==> config.mk <==
export PLATFORM = sky130hd
export DESIGN_NAME = calc_sequencer
export DESIGN_NICKNAME = d
export VERILOG_FILES = /design/src/rtl/calc_sequencer.sv
export SDC_FILE = /design/constraint.sdc
export NUM_CORES = 1
export LEC_CHECK = 0
export CAP_MARGIN = 20
export CORE_AREA = 2 2 148 150
export DETAILED_ROUTE_END_ITERATION = 7
export DIE_AREA = 0 0 150 152
export GPL_ROUTABILITY_DRIVEN = 0
export GPL_TIMING_DRIVEN = 0
export PLACE_DENSITY = 0.81
export SETUP_SLACK_MARGIN = 0.1
export SLEW_MARGIN = 20
export SYNTH_ARGS = -nofsm -noshare
export SYNTH_HDL_FRONTEND = slang
export SYNTH_SLANG_ARGS = --single-unit
==> constraint.sdc <==
create_clock -name clk_i -period 9.8 [get_ports clk_i]
set_clock_uncertainty 0.2 [all_clocks]
set_input_delay 1.47 -clock clk_i [delete_from_list [all_inputs] [get_ports clk_i]]
set_output_delay 1.47 -clock clk_i [all_outputs]
set_load 0.01 [all_outputs]
==> src/rtl/calc_sequencer.sv <==
// calc_sequencer: key-entry and operation sequencer owning the display (entry) and accumulator registers.
// Latency: a key accepted at edge T updates state after T; an ALU-issuing key raises alu_req_o from T+1; the result lands after the ack edge.
// Backpressure: key_ready_o is low while an ALU request is outstanding; in ERROR every key except AC is accepted and dropped.
// Ports: clk_i/rst_ni clock and async active-low reset; key_valid_i/key_code_i/key_ready_o key stream;
//   disp_*_o and acc_*_o display and accumulator; alu_req_o/alu_op_o/alu_left_o/alu_right_o/alu_ack_i/
//   alu_result_i/alu_err_i multi-cycle ALU handshake; error_o sticky error. Number bundles are packed {sign, digits, exp}.
module calc_sequencer #(
  parameter int NumDigits = 8,
  parameter int ExpW      = $clog2(NumDigits) + 1
) (
  input  logic                      clk_i,
  input  logic                      rst_ni,
  input  logic                      key_valid_i,
  input  logic [4:0]                key_code_i,
  output logic                      key_ready_o,
  output logic                      disp_sign_o,
  output logic [4*NumDigits-1:0]    disp_digits_o,
  output logic [ExpW-1:0]           disp_exp_o,
  output logic                      acc_sign_o,
  output logic [4*NumDigits-1:0]    acc_digits_o,
  output logic [ExpW-1:0]           acc_exp_o,
  output logic                      alu_req_o,
  output logic [1:0]                alu_op_o,
  output logic [4*NumDigits+ExpW:0] alu_left_o,
  output logic [4*NumDigits+ExpW:0] alu_right_o,
  input  logic                      alu_ack_i,
  input  logic [4*NumDigits+ExpW:0] alu_result_i,
  input  logic                      alu_err_i,
  output logic                      error_o
);

  localparam int DW   = 4 * NumDigits;
  localparam int CntW = $clog2(NumDigits + 1);
  localparam logic [CntW-1:0] CntMax = CntW'(NumDigits);

  typedef struct packed {
    logic            sign;
    logic [DW-1:0]   digits;
    logic [ExpW-1:0] exp;
  } num_t;

  typedef enum logic [1:0] {S_IDLE, S_WAIT_ALU, S_ERROR} state_e;

  state_e          state_q;
  num_t            disp_q, acc_q, last_q, alu_left_q, alu_right_q;
  logic [1:0]      alu_op_q, pend_op_q, last_op_q;
  logic            key_ready_q, alu_req_q, error_q;
  logic            fresh_q, dot_q, pending_q, repeat_q;
  logic [CntW-1:0] count_q, frac_q;

  logic            key_fire, is_digit, is_op, is_eq, clear_all;
  logic            iss_vld;
  num_t            iss_l, iss_r, alu_res;
  logic [1:0]      iss_op;

  assign alu_res   = alu_result_i;
  assign key_fire  = key_valid_i && key_ready_q;
  assign is_digit  = (key_code_i <= 5'd9);
  assign is_op     = (key_code_i >= 5'd11) && (key_code_i <= 5'd14);
  assign is_eq     = (key_code_i == 5'd15);
  assign clear_all = key_fire && (key_code_i == 5'd19);

  function automatic logic [DW-1:0] put_nib(input logic [DW-1:0] v, input logic [CntW-1:0] pos,
                                            input logic [3:0] nib);
    logic [DW-1:0] r;
    r = v;
    r[4*pos +: 4] = nib;
    return r;
  endfunction

  // Decide whether the key being accepted starts an ALU operation, and with which operands.
  always_comb begin
    iss_vld = 1'b0;
    iss_l   = acc_q;
    iss_r   = disp_q;
    iss_op  = pend_op_q;
    if (key_fire && state_q == S_IDLE) begin
      if (is_op && pending_q && !fresh_q) begin
        iss_vld = 1'b1;
      end else if (is_eq && pending_q) begin
        iss_vld = 1'b1;
      end else if (is_eq && repeat_q) begin
        iss_vld = 1'b1;
        iss_l   = disp_q;
        iss_r   = last_q;
        iss_op  = last_op_q;
      end
    end
  end

  always_ff @(posedge clk_i or negedge rst_ni) begin
    if (!rst_ni) begin
      state_q <= S_IDLE;  disp_q <= '0;  acc_q <= '0;  last_q <= '0;
      alu_left_q <= '0;  alu_right_q <= '0;  alu_op_q <= '0;  pend_op_q <= '0;  last_op_q <= '0;
      key_ready_q <= 1'b1;  alu_req_q <= 1'b0;  error_q <= 1'b0;
      fresh_q <= 1'b1;  dot_q <= 1'b0;  pending_q <= 1'b0;  repeat_q <= 1'b0;
      count_q <= '0;  frac_q <= '0;
    end else if (clear_all) begin
      state_q <= S_IDLE;  disp_q <= '0;  acc_q <= '0;  last_q <= '0;
      alu_left_q <= '0;  alu_right_q <= '0;  alu_op_q <= '0;  pend_op_q <= '0;  last_op_q <= '0;
      key_ready_q <= 1'b1;  alu_req_q <= 1'b0;  error_q <= 1'b0;
      fresh_q <= 1'b1;  dot_q <= 1'b0;  pending_q <= 1'b0;  repeat_q <= 1'b0;
      count_q <= '0;  frac_q <= '0;
    end else begin
      case (state_q)
        S_IDLE: if (key_fire) begin
          if (iss_vld) begin
            alu_left_q  <= iss_l;
            alu_right_q <= iss_r;
            alu_op_q    <= iss_op;
            alu_req_q   <= 1'b1;
            key_ready_q <= 1'b0;
            state_q     <= S_WAIT_ALU;
          end
          if (is_digit) begin
            if (fresh_q) begin
              // A leading zero leaves the entry fresh so it never occupies a digit slot.
              if (key_code_i != 5'd0) begin
                disp_q  <= {1'b0, put_nib('0, CntMax - 1'b1, key_code_i[3:0]), {ExpW{1'b0}}};
                count_q <= CntW'(1);
                fresh_q <= 1'b0;
              end else begin
                disp_q <= '0;
              end
            end else if (count_q != CntMax) begin
              disp_q.digits <= put_nib(disp_q.digits, CntMax - 1'b1 - count_q, key_code_i[3:0]);
              count_q <= count_q + 1'b1;
              if (dot_q) frac_q <= frac_q + 1'b1;
              else       disp_q.exp <= disp_q.exp + 1'b1;
            end
          end else if (is_op || is_eq) begin
            if (is_op) begin
              if (!pending_q) acc_q <= disp_q;
              pend_op_q <= 2'(key_code_i - 5'd11);
              pending_q <= 1'b1;
              repeat_q  <= 1'b0;
            end else if (pending_q) begin
              last_q    <= disp_q;
              last_op_q <= pend_op_q;
              pending_q <= 1'b0;
              repeat_q  <= 1'b1;
            end
            fresh_q <= 1'b1;
            count_q <= '0;
            dot_q   <= 1'b0;
            frac_q  <= '0;
          end else begin
            case (key_code_i)
              5'd10: if (!dot_q) begin
                if (fresh_q) begin
                  disp_q  <= '0;
                  count_q <= CntW'(1);
                  fresh_q <= 1'b0;
                end
                dot_q <= 1'b1;
              end
              5'd16: disp_q.sign <= ~disp_q.sign;
              5'd17: if (!fresh_q) begin
                if (frac_q != '0) begin
                  disp_q.digits <= put_nib(disp_q.digits, CntMax - count_q, 4'd0);
                  count_q <= count_q - 1'b1;
                  frac_q  <= frac_q - 1'b1;
                end else if (dot_q) begin
                  dot_q <= 1'b0;
                end else begin
                  disp_q.digits <= put_nib(disp_q.digits, CntMax - count_q, 4'd0);
                  count_q <= count_q - 1'b1;
                  if (disp_q.exp != '0) disp_q.exp <= disp_q.exp - 1'b1;
                end
                // Removing the last remaining digit returns the entry to the fresh state.
                if (count_q == CntW'(1) && !(dot_q && frac_q == '0)) begin
                  disp_q  <= '0;
                  fresh_q <= 1'b1;
                  count_q <= '0;
                  dot_q   <= 1'b0;
                  frac_q  <= '0;
                end
              end
              5'd18: begin
                disp_q  <= '0;
                fresh_q <= 1'b1;
                count_q <= '0;
                dot_q   <= 1'b0;
                frac_q  <= '0;
              end
              default: ;
            endcase
          end
        end
        S_WAIT_ALU: if (alu_ack_i) begin
          alu_req_q   <= 1'b0;
          key_ready_q <= 1'b1;
          if (alu_err_i) begin
            disp_q  <= '0;
            error_q <= 1'b1;
            state_q <= S_ERROR;
          end else begin
            disp_q  <= alu_res;
            acc_q   <= alu_res;
            state_q <= S_IDLE;
          end
        end
        S_ERROR: ;  // only AC leaves, handled above
        default: state_q <= S_IDLE;
      endcase
    end
  end

  assign key_ready_o   = key_ready_q;
  assign disp_sign_o   = disp_q.sign;
  assign disp_digits_o = disp_q.digits;
  assign disp_exp_o    = disp_q.exp;
  assign acc_sign_o    = acc_q.sign;
  assign acc_digits_o  = acc_q.digits;
  assign acc_exp_o     = acc_q.exp;
  assign alu_req_o     = alu_req_q;
  assign alu_op_o      = alu_op_q;
  assign alu_left_o    = alu_left_q;
  assign alu_right_o   = alu_right_q;
  assign error_o       = error_q;

endmodule

==> impl_metrics.ini <==
[sta]
fin_crit_sh = 0.485
report.final.slew_viol_count = 0
rsz0062_at_grt = no
setup_violations = 0
slew-limit-headroom = 0.297
finalHoldViolCount = 0
timing.setup.tns_ns = 0
worst-slew-pin-transition_ns = 1.05
max_frequency_ghz = 0.210
min_period_ns = 4.75

[yosys]
flip_flop_and_latch_count_after_synthesis = 208
synth_edf_count = 0
synthFlopType = sky130_fd_sc_hd__dfrtp_1
synth_xor_xnor_area_share = 0.00460
synth_compound_area_frac = 0.118
netlist_area_um2 = 11400
synth_top_cell_area_share = 0.451
post_synth_inst_count = 1119
synthesis.nets = 1185
synth_cell_type_count = 76
synth-async-reset-ratio = 1.00
syn_area_per_cell_um2 = 10.2
synth_simple_gate_area_share = 0.162
synth.area.mux_share = 0.201
synth_largest_area_cell = sky130_fd_sc_hd__dfrtp_1
post_synth_main_area_contributors = sky130_fd_sc_hd__dfrtp_1, sky130_fd_sc_hd__mux2i_1, sky130_fd_sc_hd__nand2_1
post_synth_fa_ha_maj_area_fraction = 0.0208
synth_top_family_by_area = multiplexers
part_of_the_yosys_area_used_for_sequential_elements = 0.456
yosysWarningCount = 0

[final_layout]
post-route-cell-area_um2 = 14600
antennaDiodeCount = 0
layout.core_utilization = 0.685
filler_cell_count = 1582
post_route_cells_drive_above_1_share = 0.0678
final_net_count = 1409
synth_to_final_area_change_pct = 28.0
finalNonFillerCells = 1637

[critical_path]
worst-endpoint-required_ns = 9.98
critical_path_peak_fanout = 10
crit_arrival_ns = 4.94
cp-end-kind = flip-flop
regToRegStartpoint = count_q[0]
timing.setup.critical_path_class = input port to flip-flop
depth_of_the_worst_register_to_register_path = 10
timing.critical_path.cells = clkdlybuf4s50_1 > buf_2 > inv_2 > ha_1 > nand3b_4 > o22a_1 > a211oi_1 > o32ai_4 > nor4_4 > mux2_1
critical_path.max_stage_delay_ns = 0.62
cp-start-kind = input port
worstReg2RegEnd = disp_digits_o[29]
regToRegSetupSlack_ns = 6.02
timing.critical_path.slowest_stage_cell = sky130_fd_sc_hd__nor4_4

[placement]
placed_cells_incl_taps = 1599
post_dp_cell_area_um2 = 13800
numPortBuffers = 198
dp_hpwl_um = 25900

[die]
design.die.area_um2 = 22800
initial_core_util = 0.535
die_h_um = 152
placementRows = 54
core_region_area_um2 = 21400
overall_die_width_um = 150
design.portCount = 200

[power_and_ir_drop]
power-per-cell-area_nw_per_um2 = 208
max-vdd-ir-drop_mv = 0.122
p_leak_nw = 6.23

[detailed_routing]
detail_route.wl_per_cell_um = 22.1
post_drt_via_cell_ratio = 6.14
dr.pass1.iters = 8
dr_total_vias = 10100
drtAntennaViolNets = 0
dr.first_iter.drc_count = 903
detail_route.drc_violations = 0
postRouteWirelength_um = 36200

[cts]
cts_h_tree_depth = 1
clkSlewWorstSetupHoldPaths_ns = 0.06
clock_tree_sinks = 208
post_cts_hold_buffer_count = 0
ctsRootBufferMaster = sky130_fd_sc_hd__clkbuf_16
cts.repair_timing.setup_buffer_count = 0
cts_tree = done
cts_max_path_buffers = 3
clock_latency_ns = 0.51
cts-resized-gates = 0
cts_made_buffers = 22

[global_route]
antenna_found_initial = 0
global_route.overflow_total = 0
grtUsageTotal = 0.317
grt_pass1_wl_um = 56800
grt_pass1_vias = 9945
grt_start_max_net_pins = 82

[job]
drv.max_cap_violation_count = 0

[worst_hold_path]
min-delay-path-class = flip-flop to flip-flop
holdPathEnd = last_q[22]
whs_path_depth = 2
hold_start = last_q[22]

[run_status]
outcome = completed
-- cell families after synthesis --
kind of cell | after synthesis
DFF | 208
and+or+nand+nor | 378
xor gates and xnor gates | 6
AOI/OAI and AO/OA | 183
muxes | 225
adders and majority gates | 19
buffers and inverters | 100
-- per-stage QoR --
step / setup slack [ns] / total power [W] / hold slack [ns]
after floorplan: 5.84 / 0.00165 / 0.256
after global placement: -1.82 / 0.00207 / 0.276
after detailed placement: 4.67 / 0.00211 / 0.282
after CTS: 5.19 / 0.00303 / 0.301
after global routing: 4.93 / 0.00317 / 0.321
final: 5.05 / 0.00304 / 0.302
-- worst max-delay path by stage --
stage	start	cells past startpoint	to	slack (ns)
after floorplan	key_code_i[0]	9	disp_exp_o[2]	5.84
after global placement	rst_ni	1	alu_left_o[11]	-1.82
after detailed placement	key_code_i[0]	10	disp_digits_o[29]	4.67
after CTS	key_code_i[0]	10	disp_digits_o[29]	5.19
after global routing	key_code_i[0]	12	acc_exp_o[2]	4.93
final	key_code_i[0]	10	disp_digits_o[29]	5.05
-- routing by layer --
layer	wire length [µm]	track usage	part of all wire
met3	3170	0.0559	0.088
met5	0	0	0
met2	16900	0.498	0.47
met4	1620	0.133	0.045
met1	14500	0.435	0.40
-- layout make-up --
type	instances	area, µm²	area share
plain buffers	82	368	0.0252
clock buffers	31	666	0.0455
clock inverters	7	135	0.00924
inverters	18	67.6	0.00462
multi-input cells	811	5790	0.396
flip-flops and latches	208	5210	0.356
well taps	280	350	0.0240
repair buffers	200	2040	0.140
-- cell usage in the layout (no fill, tap or decap), types with 17 or more instances in the layout --
cell type	synthesis	routed
sky130_fd_sc_hd__mux2i_1	191	191
sky130_fd_sc_hd__ha_1	19	19
sky130_fd_sc_hd__inv_1	17	17
sky130_fd_sc_hd__clkdlybuf4s50_1	0	197
sky130_fd_sc_hd__o31ai_1	37	37
sky130_fd_sc_hd__nand3_1	50	50
sky130_fd_sc_hd__dfrtp_1	206	206
sky130_fd_sc_hd__o21ai_0	21	21
sky130_fd_sc_hd__nand2_1	206	206
sky130_fd_sc_hd__a21oi_1	30	30
sky130_fd_sc_hd__clkbuf_16	0	23
sky130_fd_sc_hd__clkbuf_1	51	53
sky130_fd_sc_hd__mux2_1	32	32
sky130_fd_sc_hd__buf_2	18	18
sky130_fd_sc_hd__nor2_1	36	36
sky130_fd_sc_hd__a22o_1	31	31
-- flip-flops by register name (all words and copies together) (netlist names), 4 cells and up --
signal,flops
acc_digits_o,32
acc_exp_o,4
alu_left_o,37
alu_right_o,37
count_q,4
disp_digits_o,32
disp_exp_o,4
frac_q,4
last_q,37
-- cells in the mapped netlist (19+ instances only) --
cell and n:
sky130_fd_sc_hd__a21oi_1 30, sky130_fd_sc_hd__mux2_1 32, sky130_fd_sc_hd__o21ai_0 21, sky130_fd_sc_hd__o31ai_1 37
sky130_fd_sc_hd__nand3_1 50, sky130_fd_sc_hd__clkbuf_1 51, sky130_fd_sc_hd__ha_1 19, sky130_fd_sc_hd__nand2_1 206
sky130_fd_sc_hd__dfrtp_1 206, sky130_fd_sc_hd__mux2i_1 191, sky130_fd_sc_hd__a22o_1 31, sky130_fd_sc_hd__nor2_1 36
-- worst max-delay path: cells and delay by family --
family,cells,cell delay (ns)
simple gates,2,0.76
compound gates,3,1.08
buf+inv,3,0.91
fa+ha+maj,1,0.31
mux,1,0.38
-- where the power goes --
| group | leakage [nW] | total (W) | switching, W | internal, W |
|---|---|---|---|---|
| registers | 2.87 | 0.00114 | 0.000148 | 0.000989 |
| logic | 2.97 | 0.000982 | 0.000547 | 0.000435 |
| clock network | 0.397 | 0.000926 | 0.000350 | 0.000576 |
Note: power is estimated with default switching activity, not from simulation.
